`config.mk`:
```
export PLATFORM = sky130hd
export DESIGN_NAME = ex_div_ctrl
export DESIGN_NICKNAME = d
export VERILOG_FILES = /design/src/rtl/ex_div_ctrl.sv
export SDC_FILE = /design/constraint.sdc
export NUM_CORES = 1
export LEC_CHECK = 0
export ABC_CLOCK_PERIOD_IN_PS = 6200
export CAP_MARGIN = 10
export CORE_MARGIN = 2
export CORE_UTILIZATION = 40
export DETAILED_ROUTE_END_ITERATION = 12
export HOLD_SLACK_MARGIN = 0.03
export PLACE_DENSITY = 0.61
export SLEW_MARGIN = 5
export SYNTH_ARGS = -nofsm -noshare
export SYNTH_HDL_FRONTEND = slang
export SYNTH_SLANG_ARGS = --single-unit
```
`constraint.sdc`:
```
create_clock -name clk -period 6.2 [get_ports clk]
set_input_delay 0.93 -clock clk [delete_from_list [all_inputs] [get_ports clk]]
set_output_delay 0.93 -clock clk [all_outputs]
set_load 0.02 [all_outputs]
```
`src/rtl/ex_div_ctrl.sv`:
```
`default_nettype none
// ============================================================================
// Module   : ex_div_ctrl
// Brief    : EX-stage multi-cycle DIV/DIVU sequencer (restoring, 1 bit/cycle)
// Revision : 1.0 - initial release
// ============================================================================

module ex_div_ctrl #(
  parameter int WIDTH = 32
) (
  input  logic               clk,
  input  logic               resetn,
  input  logic               start_i,
  input  logic               signed_div_i,
  input  logic [WIDTH-1:0]   opdata1_i,
  input  logic [WIDTH-1:0]   opdata2_i,
  input  logic               annul_i,
  output logic [2*WIDTH-1:0] result_o,
  output logic               ready_o,
  output logic               busy_o,
  output logic               stallreq_o
);

  localparam int            CW   = $clog2(WIDTH);
  localparam logic [CW-1:0] LAST = CW'(WIDTH - 1);

  localparam logic [1:0] IDLE = 2'd0;
  localparam logic [1:0] ZERO = 2'd1;
  localparam logic [1:0] BUSY = 2'd2;
  localparam logic [1:0] DONE = 2'd3;

  logic [1:0]       state;
  logic [CW-1:0]    count;
  logic [WIDTH-1:0] quot;
  logic [WIDTH-1:0] rem;
  logic [WIDTH-1:0] divisor;
  logic             quot_neg;
  logic             rem_neg;

  logic             sign1;
  logic             sign2;
  logic [WIDTH-1:0] abs1;
  logic [WIDTH-1:0] abs2;
  logic [WIDTH:0]   shifted;
  logic             take;
  logic [WIDTH-1:0] rem_nxt;
  logic [WIDTH-1:0] quot_nxt;
  logic [WIDTH-1:0] quot_fix;
  logic [WIDTH-1:0] rem_fix;

  // The quotient register doubles as the dividend shifter: dividend MSBs
  // leave at the top while quotient bits enter at the bottom.
  always_comb begin
    sign1    = signed_div_i & opdata1_i[WIDTH-1];
    sign2    = signed_div_i & opdata2_i[WIDTH-1];
    abs1     = sign1 ? -opdata1_i : opdata1_i;
    abs2     = sign2 ? -opdata2_i : opdata2_i;
    shifted  = {rem, quot[WIDTH-1]};
    take     = (shifted >= {1'b0, divisor});
    // The kept difference is always below the divisor, so it fits WIDTH bits.
    rem_nxt  = take ? (shifted[WIDTH-1:0] - divisor) : shifted[WIDTH-1:0];
    quot_nxt = {quot[WIDTH-2:0], take};
    quot_fix = quot_neg ? -quot_nxt : quot_nxt;
    rem_fix  = rem_neg ? -rem_nxt : rem_nxt;
  end

  always_ff @(posedge clk or negedge resetn) begin
    if (!resetn) begin
      state    <= IDLE;
      count    <= '0;
      quot     <= '0;
      rem      <= '0;
      divisor  <= '0;
      quot_neg <= 1'b0;
      rem_neg  <= 1'b0;
      result_o <= '0;
    end else begin
      case (state)
        IDLE: begin
          if (start_i && !annul_i) begin
            if (opdata2_i == '0) begin
              state <= ZERO;
            end else begin
              quot     <= abs1;
              divisor  <= abs2;
              rem      <= '0;
              quot_neg <= sign1 ^ sign2;
              rem_neg  <= sign1;
              count    <= '0;
              state    <= BUSY;
            end
          end
        end
        ZERO: begin
          if (annul_i) begin
            state <= IDLE;
          end else begin
            result_o <= '0;
            state    <= DONE;
          end
        end
        BUSY: begin
          if (annul_i) begin
            state <= IDLE;
          end else begin
            quot  <= quot_nxt;
            rem   <= rem_nxt;
            count <= count + CW'(1);
            if (count == LAST) begin
              result_o <= {rem_fix, quot_fix};
              state    <= DONE;
            end
          end
        end
        DONE:    state <= IDLE;
        default: state <= IDLE;
      endcase
    end
  end

  assign busy_o     = (state != IDLE);
  assign ready_o    = (state == DONE);
  assign stallreq_o = start_i & ~ready_o;

endmodule

`default_nettype wire

```
==> results.md <==
- Run status: finished, final reports clean
- Post-route minimum period: 4.95 ns
- Post-route cell area: 14200 sq um
- Synth cell types: 83
- Unrepaired setup endpoints after global routing: false
- Multi-input logic area: 7180 sq um
- Die span in y: 177 um
- Pin count of the biggest net entering global routing: 113
- Hold path start: result_o[28]$_DFFE_PN0P_
- Filler instances: between 2000 and 3000
- Initial DRC Count: 873
- Pre-CTS setup slack: 1.22 ns
- Chip width: between 150 and 200 um
- Cell accounting for the most synthesized area: dfrtp_1
- Clk buf depth: 2
- Yosys top cell area share: between 30 and 40%
- Setup bufs post-CTS: 0
- Total clock sinks: 169
- Sequential cell area: 4230 sq um
- RD Place Congestion: between 0.9 and 1
- Reg2Reg Launch Point: rem[13]$_DFFE_PN0P_
- Root buf cell: clkbuf_16
- Fraction of layout cells with a size suffix above 1: 5.21%
- Rows: 63
- Core area: 29600 sq um
- First-pass GRT wire length: around 55000 um
- CTS tree: yes
- DP Wirelength: 24800 um
- Final worst-path cycle share: between 70% and 80%
- Worst path arrival time: 5.26 ns
- Critical path's largest stage delay: 0.61 ns
- Final setup fails: 0
- Via density: 5.57
- Final Hold Viols: 0
- # resized after CTS: 0
- Yosys warning total: 0
- EDFF count, synth: 0
- Starting Density: around 40%
- Number of diodes: 0
- CTS Hold Bufs: 0
- Slew @ Worst Pin: 1.08 ns
- Antenna violations before repair: 0
- Area contributors post-synth: dfrtp_1 35%, o21ai_0 8.1%, nand2_1 7.2%, xor2_1 5.6%, a21oi_1 5.2%
- # port buffers: 135
- Synth Net Count: 1589
- Die area: 31300 sq um
- Kind of critical path: flip-flop to flip-flop
- CTS clock-pin slew for the worst setup and hold paths: roughly 0.080 ns
- Worst hold path class: flip-flop to flip-flop
- DRT Pass-1 Iters: 5
- Worst clock skew: 0.0126 ns
- Slew HR: around 28%
- R2r worst-path depth: 16
- Max VDD drop: 0.246 mV
- Post-DR wirelength/cell: roughly 17 um
- I/O pin cnt: 136
- CTS Buf Count: 17
- Crit path max fanout: 14
- Avg Cell Area, Syn: 8.10 sq um
- CP Launch Type: flip-flop
- All-Layer GR Usage: 21.9%
- Pwr Total: 5.60 mW
- Sum of negative setup slack: 0 ns
- Vias: 10900
- Residual DRC: 0
- Cell Area, Synth: 12000 sq um
- Critical path capture point type: flip-flop
- Antenna Nets Post-Route: 0
- Hold path cells: 2
- Nets@finish: around 1700
- H-tree levels: 4
- Gr ovfl total: 0
- Final WS setup: 1.25 ns
- Critical path required time: 6.51 ns
- Most frequent cells in the layout: 230 x nand2_1, 194 x o21ai_0, 169 x dfrtp_1, 134 x clkdlybuf4s50_1, 125 x a21oi_1
- Endpoint with the worst hold slack: result_o[28]$_DFFE_PN0P_
- PD cells: 395 nW/um^2
- # Max-Cap Violations: 0
- Syn Inst Count: 1477
- Total routed wirelength: 33600 um
- CP Cell Sequence: ha_1 > a21oi_1 > o21ai_0 > a21oi_1 > o211a_1 > nand3_2 > inv_2 > mux2i_1 > ha_1 > nand3_1 > mux2_4 > a2111oi_4 > nand4_1 > o31ai_1 > xor2_1 > o21ai_1
- Asr flop ratio synth: 100%
- Crit-path leading delay family: compound AO/OA/AOI/OAI gates
- Most common cell after layout, fill and taps aside: nand2_1
- Pleak: 5.90 nW
- Worst path slowest cell: o21ai_0
- Slew Limit Fails: 0
- FF-to-FF setup slack: 1.25 ns
- Sequential share of the synthesized area: between 30% and 40%
- Post-layout util: between 40% and 50%
- Max Freq: 202 MHz
- Vias in the first global route: 10200
- Area growth from synthesis to layout: 18.5%
- Post-synth top flop: dfrtp_1
- Clock Latency Late Sink: 0.45 ns
- Placed Area: 13500 sq um
- FF-to-FF End: result_o[60]$_DFFE_PN0P_
- Flops & latches, synth: 169
- Worst Path Buf+Inv: 1
[per-layer routing]
metal	vias to the layer above	routed length, um	global-route usage, %
li1	5415	-	-
met1	5160	16700	33.4
met2	326	14200	32.0
met3	38	2010	2.58
met4	0	636	6.89
met5	-	0	0
[power breakdown]
part / total [mW] / internal [mW] / switching (mW)
Combinational: 2.86 / 1.07 / 1.79
Sequential: 1.60 / 1.34 / 0.262
Clock: 1.14 / 0.563 / 0.575
Total: 5.60 / 2.97 / 2.63
[per-stage QoR]
step	hold slack, ns	instances
floorplan	0.450	1477
CTS	0.488	1963
finish	0.479	1963
global route	0.500	1963
global placement	0.462	1931
detailed placement	0.470	1931
[registers in the layout, indices dropped and copies added (netlist names)]
name and cells:
rem_neg 1, result_o 64, state 2, rem 32, divisor 32, quot 32, count 5, quot_neg 1
[kinds of logic after synthesis]
| group | after synthesis | synth area share [%] |
|---|---|---|
| AO/OA/AOI/OAI | 454 | 22.6 |
| flip-flops | 169 | 35.4 |
| adder cells (fa/ha/maj) | 43 | 4.56 |
| AND/OR/NAND/NOR | 514 | 20.5 |
| buffers and inverters | 133 | 4.60 |
| XOR/XNOR | 136 | 9.96 |
| multiplexers | 28 | 2.41 |
[worst reg2reg max path, stage by stage, from the launching register on]
cell and delay [ns]:
dfrtp_1 0.46, ha_1 0.48, a21oi_1 0.13, o21ai_0 0.61
a21oi_1 0.09, o211a_1 0.30, nand3_2 0.25, inv_2 0.16
mux2i_1 0.32, ha_1 0.32, nand3_1 0.09, mux2_4 0.34
a2111oi_4 0.41, nand4_1 0.29, o31ai_1 0.36, xor2_1 0.17
o21ai_1 0.07
[worst max-delay path by stage]
stage,cells after the start,startpoint,endpoint
final,16,rem[13]$_DFFE_PN0P_,result_o[60]$_DFFE_PN0P_
after global routing,16,rem[13]$_DFFE_PN0P_,result_o[60]$_DFFE_PN0P_
after floorplan,20,rem[22]$_DFFE_PN0P_,result_o[60]$_DFFE_PN0P_
after detailed placement,12,opdata2_i[8],quot[2]$_DFFE_PN0P_
after CTS,16,rem[13]$_DFFE_PN0P_,result_o[60]$_DFFE_PN0P_
after global placement,12,opdata2_i[8],quot[16]$_DFFE_PN0P_
[final cells by class]
cell class              count  share of cell area (%)
repair buffers            147                    10.3
flip-flops and latches    169                    29.8
well taps                 390                    3.44
multi-input cells        1175                    50.7
clock buffers              17                    3.00
inverters                  50                    1.32
clock inverters            15                    1.46
[synth_stat cells (all sizes together), types with 7 or more instances]
library cell and n:
or2 8, nand2 230, or4 17, clkbuf 56
xnor2 59, nand3 26, o31ai 32, dfrtp 169
mux2i 25, a31oi 8, nor3 28, nor2 101
nor4 14, a21o 7, xor2 77, a211oi 11
nand4 21, a21oi 127, a22o 7, ha 42
nand2b 9, o41ai 7, buf 27, o21a 9
o211ai 7, or3 27, inv 49, o21ai 207
Power figures use the tool's default switching activity.
